===== config.mk =====
export PLATFORM = sky130hd
export DESIGN_NAME = uart_tx_fifo
export DESIGN_NICKNAME = d
export VERILOG_FILES = /design/src/rtl/uart_tx_fifo.sv
export SDC_FILE = /design/constraint.sdc
export NUM_CORES = 1
export LEC_CHECK = 0
export CAP_MARGIN = 20
export CORE_ASPECT_RATIO = 0.6
export CORE_UTILIZATION = 40
export CTS_CLUSTER_DIAMETER = 100
export DETAILED_ROUTE_END_ITERATION = 16
export HOLD_SLACK_MARGIN = 0.05
export PLACE_DENSITY = 0.69
export SYNTH_ARGS = -nofsm -noshare
export SYNTH_HDL_FRONTEND = slang
export SYNTH_SLANG_ARGS = --single-unit

===== constraint.sdc =====
create_clock -name clk -period 3.35 [get_ports clk]
set_clock_uncertainty 0.1 [all_clocks]
set_input_delay 0.67 -clock clk [delete_from_list [all_inputs] [get_ports clk]]
set_output_delay 0.67 -clock clk [all_outputs]
set_load 0.005 [all_outputs]

===== src/rtl/uart_tx_fifo.sv =====
// Buffered 8N1 UART transmitter: bytes enter a circular FIFO on a valid/ready
// handshake and are serialised LSB-first on txd with no gap between queued frames.
module uart_tx_fifo #(
    parameter int unsigned CLK_FREQUENCY = 96_000_000,
    parameter int unsigned BAUD          = 12_000_000,
    parameter int unsigned FIFO_DEPTH    = 16
) (
    input  logic                          clk,
    input  logic                          reset,
    input  logic [7:0]                    tx_data,
    input  logic                          tx_valid,
    output logic                          tx_ready,
    output logic                          txd,
    output logic                          tx_busy,
    output logic [$clog2(FIFO_DEPTH):0]   fifo_count
);

    localparam int unsigned CLKS_PER_BIT = CLK_FREQUENCY / BAUD;
    localparam int unsigned AW           = $clog2(FIFO_DEPTH);
    localparam int unsigned CW           = AW + 1;
    localparam int unsigned TW           = (CLKS_PER_BIT > 1) ? $clog2(CLKS_PER_BIT) : 1;
    localparam logic [TW-1:0] T_LAST     = TW'(CLKS_PER_BIT - 1);

    typedef enum logic [1:0] {IDLE, START, DATA, STOP} state_t;

    state_t        state, state_next;
    logic [TW-1:0] timer, timer_next;
    logic [2:0]    bit_idx, bit_idx_next;
    logic [7:0]    shift, shift_next;
    logic          txd_next;
    logic          busy_next;
    logic [CW-1:0] count_next;

    logic [7:0]    mem [FIFO_DEPTH];
    logic [AW-1:0] wr_ptr, rd_ptr;
    logic          push, pop, fifo_empty, bit_done;

    assign tx_ready   = (fifo_count != CW'(FIFO_DEPTH));
    assign fifo_empty = (fifo_count == '0);
    assign push       = tx_valid && tx_ready;
    assign bit_done   = (timer == T_LAST);

    // Next-state, serial output and FIFO pop decision.
    always_comb begin
        state_next   = state;
        timer_next   = timer;
        bit_idx_next = bit_idx;
        shift_next   = shift;
        txd_next     = txd;
        pop          = 1'b0;
        unique case (state)
            IDLE: begin
                txd_next = 1'b1;
                if (!fifo_empty) begin
                    pop        = 1'b1;
                    shift_next = mem[rd_ptr];
                    txd_next   = 1'b0;
                    timer_next = '0;
                    state_next = START;
                end
            end
            START: begin
                if (bit_done) begin
                    timer_next   = '0;
                    bit_idx_next = '0;
                    txd_next     = shift[0];
                    state_next   = DATA;
                end else begin
                    timer_next = timer + TW'(1);
                end
            end
            DATA: begin
                if (bit_done) begin
                    timer_next = '0;
                    if (bit_idx == 3'd7) begin
                        txd_next   = 1'b1;
                        state_next = STOP;
                    end else begin
                        shift_next   = shift >> 1;
                        txd_next     = shift[1];
                        bit_idx_next = bit_idx + 3'd1;
                    end
                end else begin
                    timer_next = timer + TW'(1);
                end
            end
            STOP: begin
                if (bit_done) begin
                    timer_next = '0;
                    // Chain straight into the next start bit when more data is queued.
                    if (!fifo_empty) begin
                        pop        = 1'b1;
                        shift_next = mem[rd_ptr];
                        txd_next   = 1'b0;
                        state_next = START;
                    end else begin
                        txd_next   = 1'b1;
                        state_next = IDLE;
                    end
                end else begin
                    timer_next = timer + TW'(1);
                end
            end
            default: begin
                txd_next   = 1'b1;
                state_next = IDLE;
            end
        endcase
    end

    // Occupancy and busy flag, computed from next-cycle values so both stay registered.
    always_comb begin
        count_next = fifo_count;
        unique case ({push, pop})
            2'b10:   count_next = fifo_count + CW'(1);
            2'b01:   count_next = fifo_count - CW'(1);
            default: count_next = fifo_count;
        endcase
        busy_next = (state_next != IDLE) || (count_next != '0);
    end

    always_ff @(posedge clk) begin
        if (reset) begin
            state      <= IDLE;
            timer      <= '0;
            bit_idx    <= '0;
            shift      <= '0;
            txd        <= 1'b1;
            wr_ptr     <= '0;
            rd_ptr     <= '0;
            fifo_count <= '0;
            tx_busy    <= 1'b0;
        end else begin
            state      <= state_next;
            timer      <= timer_next;
            bit_idx    <= bit_idx_next;
            shift      <= shift_next;
            txd        <= txd_next;
            fifo_count <= count_next;
            tx_busy    <= busy_next;
            if (push) begin
                wr_ptr <= wr_ptr + AW'(1);
            end
            if (pop) begin
                rd_ptr <= rd_ptr + AW'(1);
            end
        end
    end

    // Storage needs no reset; occupancy alone decides what is valid.
    always_ff @(posedge clk) begin
        if (push && !reset) begin
            mem[wr_ptr] <= tx_data;
        end
    end

endmodule


Word level (Yosys, flattened, before mapping)
Memories as Yosys holds them, arrays and structs flattened. A register that Yosys moved wholly into a read port is not among the register bits. Index checks and enable logic that the tools add are counted.

Memories kept: 1. Bits in read-only memories: 0. Word-level logic and storage cells: 76. RAM bits: 128. Output and inout port bits: 8. Bits in latches: 0. Bits in registers: 31.

Bitwise logic cells: 0. $add $sub $neg: 6. Eq/ne operators: 13. Reductions and logical operators: 14. Order comparisons: 0. Multiply operators: 0. Shifts and indexed selects: 0. Divide/modulo/power cells: 0. Muxes and demuxes: 33.

Memories: mem (depth 16, width 8, read ports 1, clocked after Yosys merged registers in 1, wr ports 1, RTL line 34) `logic [7:0] mem [FIFO_DEPTH];`.

Operators with widths (number): 2-to-1 mux 8 bit (4); one-hot mux 8 bit (3 select lines) (1); 2-to-1 mux 3 bit (5); one-hot mux 3 bit (2 select lines) (2); 2-to-1 mux 1 bit (10); 2-to-1 mux 2 bit (5); != test 2 bit, second input constant (5); one-hot mux 5 bit (2 select lines) (1); adder 4 x 1 -> 4 bit, second input constant (2); 2-to-1 mux 4 bit (2); one-hot mux 2 bit (4 select lines) (1); AND reduction 4 bit (2); adder 3 x 1 -> 3 bit, second input constant (2); == test 2 bit, second input constant (3); == test 3 bit, second input constant (2); adder 5 x 1 -> 5 bit, second input constant (1); logical NOT 5 bit (1); != test 5 bit, second input constant (1); nonzero test 5 bit (1); subtractor 5 x 1 -> 5 bit, second input constant (1); == test 2 x 1 -> 1 bit, second input constant (2); one-hot mux 1 bit (4 select lines) (1); nonzero test 2 bit (2); AND reduction 3 bit (1); other kinds (7) (8).

Logic depth before layout (Yosys ltp)
Gate-level depths: netlist of the first run.

Depth after elaboration: 8. Mapped depth: 13. Depth with buffers taken out: 12.

Worst setup path after synthesis of the first run
Ideal clock, no wire load.

Kind: register -> register. Start point: register timer[0]. End point: register tx_busy. Path slack: -147 ps. Data required time: 3123 ps. Arrival time: 3270 ps. Stages on the path, launching flop included: 14. Library setup time: 127 ps. Period minus slack after synthesis: 3497 ps. Cell sequence: dfxtp_1 ha_1 ha_1 buf_2 a21oi_1 a211oi_1 ha_1 xor2_1 ha_1 or3b_2 a32oi_1 xnor2_1 nor2_1 or3_1.

Cells in the longest elaborated chain, start to end: 7.

Ends and longest elaborated chain: start, declared (RTL line 27) `logic [TW-1:0] timer, timer_next;`; start signal, assigned (RTL line 135) `timer <= timer_next;`; == test 3 bit (*) (RTL line 41) `assign bit_done = (timer == T_LAST);`; 2-to-1 mux 1 bit (RTL line 88) `if (bit_done) begin`; one-hot mux 1 bit (2 select lines) (RTL line 51) `unique case (state)`; == test 2 x 1 -> 1 bit or == test 2 bit (tied branches) (RTL line 114) `unique case ({push, pop})`; one-hot mux 5 bit (2 select lines) (RTL line 114); nonzero test 5 bit (RTL line 119) `busy_next = (state_next != IDLE) || (count_next != '0);`; logical OR 1 bit (*) (RTL line 119); end signal, assigned (RTL line 140) `tx_busy <= busy_next;`; end, declared (RTL line 14) `output logic tx_busy,`.

Every way passes the cells marked *; elsewhere a longest branch is shown, timed or not. A chain may end at the register's enable or synchronous reset.

Worst setup path in the final report of the first run
Start point: register state[1]. End point: register tx_busy.

Cells in the longest elaborated chain, start to end: 6.

Ends and longest elaborated chain: start, declared (RTL line 26) `state_t state, state_next;`; start signal, assigned (RTL line 134) `state <= state_next;`; == test 2 bit or logical NOT 2 bit (tied branches) (RTL line 51); one-hot mux 1 bit (2 select lines) (RTL line 51); == test 2 x 1 -> 1 bit or == test 2 bit (tied branches) (RTL line 114); one-hot mux 5 bit (2 select lines) (RTL line 114); nonzero test 5 bit (RTL line 119); logical OR 1 bit (*) (RTL line 119).

Marks and branches as above.

==> results of run 1 <==
## layer usage
metal  GRT usage, %  routed length, um  vias to the layer above
li1               -                  -                     1812
met1           26.1               6730                     1991
met2           26.6               6540                       90
met3           3.88               1130                        2
met4           5.56                 42                        0
met5              0                  0                        -
## through the flow
stage          hold WS (ns)  total power [W]  instances  area (um2)
6_report              0.373          0.00592        734        8100
5_1_grt               0.381          0.00620        734        8100
4_1_cts               0.374          0.00593        734        8080
3_5_place_dp          0.360          0.00392        702        7460
3_3_place_gp          0.351          0.00386        702        7460
2_1_floorplan         0.343          0.00347        443        6860
## sequential cells by signal, indices dropped and copies added, names as in the netlist, named ones only
register and count:
rd_ptr 4, mem 128, fifo_count 5, timer 3, txd 1, shift 8
state 2, tx_busy 1, wr_ptr 4, bit_idx 3
## logic make-up after synthesis
group / count (synthesis) / share of synthesized area, %
xor gates and xnor gates: 10 / 1.28
adders and majority gates: 17 / 3.10
AOI/OAI and AO/OA: 59 / 6.28
and+or+nand+nor: 110 / 7.81
DFF: 163 / 66.3
muxes: 52 / 12.9
buffers and inverters: 32 / 2.34
## synth_stat cells, types with 9 or more instances
cell,number,area [um2]
a21oi_1,18,90.1
ha_1,17,213
or3_1,9,56.3
nor2_1,51,191
edfxtp_1,128,3840
mux2i_1,11,110
dfxtp_1,35,701
mux2_2,13,146
inv_1,12,45.0
nand2_1,14,52.6
mux4_2,28,631
## power breakdown
part           internal, W  leakage, nW  switching (W)
sequential         0.00232         1.44       0.000163
combinational     0.000702         1.07       0.000719
clock              0.00121        0.297       0.000809
## timing repair
item / 4_1_cts / 5_1_grt
endpoints found under the setup margin: 0 / 1
resized for setup: 0 / 5
endpoints found under the hold margin: 0 / 0
## how the worst min path moves through the flow
stage | endpoint | slack (ns) | cells after the start
global route | shift[6] | 0.38 | 1
CTS | shift[6] | 0.37 | 1
global placement | shift[7] | 0.35 | 1
finish | shift[6] | 0.37 | 1
floorplan | shift[2] | 0.34 | 1
detailed placement | shift[6] | 0.36 | 1
## worst max-delay path, stage by stage (launching register included)
cell and delay [ns]:
dfxtp_1 0.34, inv_1 0.13, ha_2 0.25, a21oi_1 0.08, a211oi_4 0.29, ha_2 0.25
xor2_1 0.14, ha_1 0.21, or3b_2 0.45, a32oi_1 0.27, xnor2_1 0.15, nor2_1 0.06
or3_1 0.31
## layout make-up
type / count / area share (%)
clock buffers: 19 / 5.47
clock inverters: 13 / 2.15
inverters: 12 / 0.556
multi-input cells: 248 / 26.9
flip-flops and latches: 163 / 56.1
well taps: 228 / 3.52
repair buffers: 51 / 5.28
==> impl_metrics.csv, run 1 <==
group,metric,value,unit
run_status,outcome,"finished, final reports clean",
yosys,synthesis.area,6860,um2
clock_tree,cts_setup_buffers,0,
final_layout,nFillCells,1388,
final_layout,utilization,49.1,%
worst_setup_path,rr_worst_depth,12,
clock_tree,clockBufferDepth,2,
timing,relSlewSlack,27.7,%
final_layout,mostFrequentLayoutCells,"edfxtp_1, nor2_1, dfxtp_1",
detailed_routing,drt_iter0_drc,398,
grt,grt_pass1_wl,22400,um
clock_tree,hold_buffers,0,
floorplan,die_w,171,um
yosys,async_reset_ff_share,0,%
worst_setup_path,arrival,3.34,ns
place,gp_congestion,0.842,
worst_setup_path,startpoint,"state[1]",
floorplan,core_area,16500,um2
floorplan,dieHeight,103,um
yosys,yosys_warnings,0,
final_layout,mostFrequentLayoutCell,"edfxtp_1",
worst_setup_path,r2r_start,"state[1]",
floorplan,die-area,17700,um2
worst_setup_path,crit_type,"flop to flop",
timing,tns,0,ns
detailed_routing,wl,14400,um
grt,grtUsageTotal,17.8,%
detailed_routing,first_pass_iters,4,
yosys,synth_nets,471,
final_layout,drive_gt1_share,23.3,%
min_path,hold_path_class,"flop to flop",
grt,grt_antenna_before_repair,0,
clock_tree,cts_root_buf,"clkbuf_16",
timing,worst_slack,0.205,ns
yosys,ys_ff_latch,163,
yosys,yosysSeqAreaShare,66.3,%
min_path,min_from,"shift[6]",
final_layout,multi_input_area,2180,um2
worst_setup_path,r2r_slack,0.20,ns
floorplan,start_util,41.6,%
clock_tree,clk_pin_slew,0.07,ns
worst_setup_path,cp-end-kind,"flop",
power_and_ir_drop,peakVddDrop,0.000378,V
place,place_ws,-0.144,ns
detailed_routing,ant_nets,0,
detailed_routing,viasPerCell,5.31,
grt,first_global_vias,3866,
detailed_routing,num_vias,3895,
yosys,syn-instance-count,443,
place,hpwlAfterDp,9780,um
flow_run,maxCapViolCount,0,
worst_setup_path,r2r-end,"tx_busy",
worst_setup_path,cp_max_fo,5,
timing,hold_viol,0,
power_and_ir_drop,power_density,731,nW/um2
final_layout,area_delta_synth_final,18.1,%
worst_setup_path,crit_end,"tx_busy",
detailed_routing,wl_per_cell,19.7,um
grt,grt_max_degree,31,
grt,overflow,0,
timing,drv_slew,0,
timing,post-route-min-period,3.15,ns
timing,period_share,93.9,%
worst_setup_path,crit_required,3.55,ns
clock_tree,clock_latency,0.41,ns
final_layout,final_nets,521,
place,portBuffers,18,
floorplan,io_pins,19,
clock_tree,htreeDepth,4,
detailed_routing,drc_errors,0,
yosys,synth-main-ff-cell,"edfxtp_1",
power_and_ir_drop,leakage,2.81,nW
clock_tree,clock_sink_count,163,
worst_setup_path,start_kind,"flop",
timing,setup_viol,0,
yosys,synthDistinctLibCells,56,
floorplan,rows,36,
clock_tree,cts_made_buffers,17,
clock_tree,tritoncts,"built",
final_layout,seq_area,4550,um2
timing,fmax,318,MHz
yosys,synth_area_per_cell,15.5,um2
timing,worst_pin_slew,1.08,ns
final_layout,diodes,0,
yosys,synth-edff-count,128,
(Power assumes the default switching activity.)
==> run 2, diff against run 1 <==
--- a/config.mk
+++ b/config.mk
@@ -10,8 +10,10 @@
 export CORE_UTILIZATION = 40
 export CTS_CLUSTER_DIAMETER = 100
 export DETAILED_ROUTE_END_ITERATION = 16
+export GPL_TIMING_DRIVEN = 0
 export HOLD_SLACK_MARGIN = 0.05
-export PLACE_DENSITY = 0.69
+export PLACE_DENSITY = 0.56
+export SLEW_MARGIN = 20
 export SYNTH_ARGS = -nofsm -noshare
 export SYNTH_HDL_FRONTEND = slang
 export SYNTH_SLANG_ARGS = --single-unit
==> run 2 against run 1 <==
  * Total power grew 3.0%
  * Hold slack got worse by 0.0012 ns
  * Routed wire length grew 3.5%
  * Die area is the same
  * Core utilization rose by 0.15 points
  * Count of clock-buffer cells in the layout down 1
  * Critical path depth is the same
  * Via count fell by 0.82%
  * Clock power about the same
  * Non-clock buffer count down 3
  * Cell area up 0.31%
  * Critical path type unchanged
  * Critical endpoint unchanged
  * Largest cell class unchanged
  * Largest power group unchanged
  * Highest routed layer unchanged
==> impl_metrics.csv, run 2 (same netlist as run 1, synthesis figures left out) <==
group,metric,value,unit
final_layout,area_delta_synth_final,18.5,%
timing,period_share,95.2,%
floorplan,start_util,41.6,%
place,place_ws,-0.759,ns
grt,grt_antenna_before_repair,0,
grt,grt_pass1_wl,22800,um
worst_setup_path,crit_type,"flop to flop",
grt,grt_max_degree,17,
timing,relSlewSlack,32.8,%
power_and_ir_drop,peakVddDrop,0.000322,V
final_layout,reg_top3,"mem x128, shift x8, fifo_count x5",
final_layout,largest_reg_flops,128,
floorplan,rows,36,
flow_run,maxCapViolCount,0,
timing,worst_slack,0.162,ns
clock_tree,clock_sink_count,163,
grt,grtUsageTotal,18.4,%
timing,hold_viol,0,
worst_setup_path,r2r_slack,0.16,ns
clock_tree,cts_made_buffers,17,
clock_tree,tritoncts,"built",
grt,first_global_vias,3787,
worst_setup_path,r2r-end,"tx_busy",
worst_setup_path,cp_max_fo,10,
place,portBuffers,18,
min_path,hold-path-cell-count,1,
final_layout,final_nets,518,
min_path,hold_path_class,"flop to flop",
clock_tree,clk_pin_slew,0.07,ns
worst_setup_path,r2r_start,"fifo_count[1]",
worst_setup_path,rr_worst_depth,12,
timing,worst_pin_slew,1.00,ns
place,gp_congestion,0.782,
timing,rsz0062_at_grt,"no",
final_layout,diodes,0,
detailed_routing,num_vias,3863,
power_and_ir_drop,leakage,2.77,nW
floorplan,core_area,16500,um2
detailed_routing,first_pass_iters,4,
worst_setup_path,cp-end-kind,"flop",
clock_tree,clock_latency,0.42,ns
timing,setup_viol,0,
min_path,hold_end,"shift[6]",
detailed_routing,drc_errors,0,
timing,drv_slew,0,
clock_tree,clockBufferDepth,2,
worst_setup_path,arrival,3.39,ns
final_layout,regMostFlops,"mem",
grt,overflow,0,
floorplan,dieHeight,103,um
timing,fmax,314,MHz
floorplan,io_pins,19,
timing,tns,0,ns
clock_tree,cts_root_buf,"clkbuf_16",
final_layout,drive_gt1_share,22.9,%
detailed_routing,viasPerCell,5.28,
min_path,min_from,"shift[6]",
detailed_routing,drt_iter0_drc,316,
clock_tree,hold_buffers,0,
run_status,outcome,"finished, final reports clean",
final_layout,mostFrequentLayoutCells,"edfxtp_1, nor2_1, dfxtp_1",
detailed_routing,ant_nets,0,
final_layout,nFillCells,1408,
place,hpwlAfterDp,10100,um
final_layout,mostFrequentLayoutCell,"edfxtp_1",
detailed_routing,wl_per_cell,20.5,um
clock_tree,htreeDepth,4,
floorplan,die-area,17700,um2
floorplan,die_w,171,um
worst_setup_path,crit_required,3.55,ns
power_and_ir_drop,power_density,751,nW/um2
timing,whs,0.372,ns
worst_setup_path,start_kind,"flop",
detailed_routing,wl,15000,um
power_and_ir_drop,finalPower,0.00610,W
timing,post-route-min-period,3.19,ns
==> run 2: cell types whose count changed in the layout (fill, tap and decap cells not counted), moves of 3 or more <==
cell,before,now
buf_1,0,3
clkbuf_1,1,6
buf_2,0,6
ha_1,14,11
buf_4,33,12
==> run 2: cell type report <==
class,instances,area [um2],share of cell area (%)
flip-flops and latches,163,4550,56.0
clock inverters,14,193,2.37
repair buffers,29,263,3.23
multi-input cells,248,2250,27.6
plain buffers,19,118,1.45
clock buffers,18,429,5.28
well taps,228,285,3.51
inverters,12,45.0,0.554
==> run 2: worst max-delay path, stage by stage, from the launching register on <==
cell and delay, ns:
dfxtp_1 0.31, buf_2 0.19, nor4_4 0.39, buf_4 0.19, a211oi_4 0.08, buf_4 0.14
buf_4 0.15, ha_2 0.42, nor2b_1 0.09, mux2i_1 0.21, xor2_1 0.29, a31oi_1 0.14
or3_1 0.36
==> run 2: per-stage QoR <==
step | std cells | util [%] | cell area, um2
2_1_floorplan | 443 | - | 6860
5_1_grt | 731 | 49.3 | 8130
3_5_place_dp | 689 | 44.5 | 7330
3_3_place_gp | 689 | 44.5 | 7330
4_1_cts | 721 | 48.6 | 8010
6_report | 731 | 49.3 | 8130
==> run 2: power breakdown <==
part           leakage (nW)  switching (W)  internal [W]
clock                 0.302       0.000852       0.00120
sequential             1.44       0.000119       0.00232
combinational          1.03       0.000832      0.000773
total                  2.77        0.00180       0.00430
==> run 2: worst max-delay path by stage <==
stage,start,endpoint,slack (ns),cells after the start
global placement,tx_valid,tx_busy,-0.69,11
finish,fifo_count[1],tx_busy,0.16,12
floorplan,timer[0],tx_busy,0.07,13
global route,timer[0],tx_busy,0.006,13
detailed placement,tx_valid,tx_busy,-0.76,11
CTS,tx_valid,tx_busy,0.02,11
==> run 2: layer usage <==
metal / wire length, um / GRT usage [%] / part of all wire (%) / vias to the layer above
li1: - / - / - / 1808
met1: 7400 / 29.1 / 49 / 1953
met2: 6140 / 24.5 / 41 / 94
met3: 1300 / 3.69 / 8.7 / 8
met4: 113 / 6.66 / 0.76 / 0
met5: 0 / 0 / 0 / -
==> run 2: repair_timing <==
item | CTS | global route
resized for setup | 9 | 11
buffers inserted | 1 | 10
pin swaps | 1 | 5
endpoints found under the setup margin | 3 | 1
cloned | 0 | 0
==> run 3, diff against run 2 <==
--- a/config.mk
+++ b/config.mk
@@ -17,3 +17,4 @@
 export SYNTH_ARGS = -nofsm -noshare
 export SYNTH_HDL_FRONTEND = slang
 export SYNTH_SLANG_ARGS = --single-unit
+export TNS_END_PERCENT = 20
==> results of run 3 <==
Same layout as run 2: the final DEF is identical, and so are final timing and power.
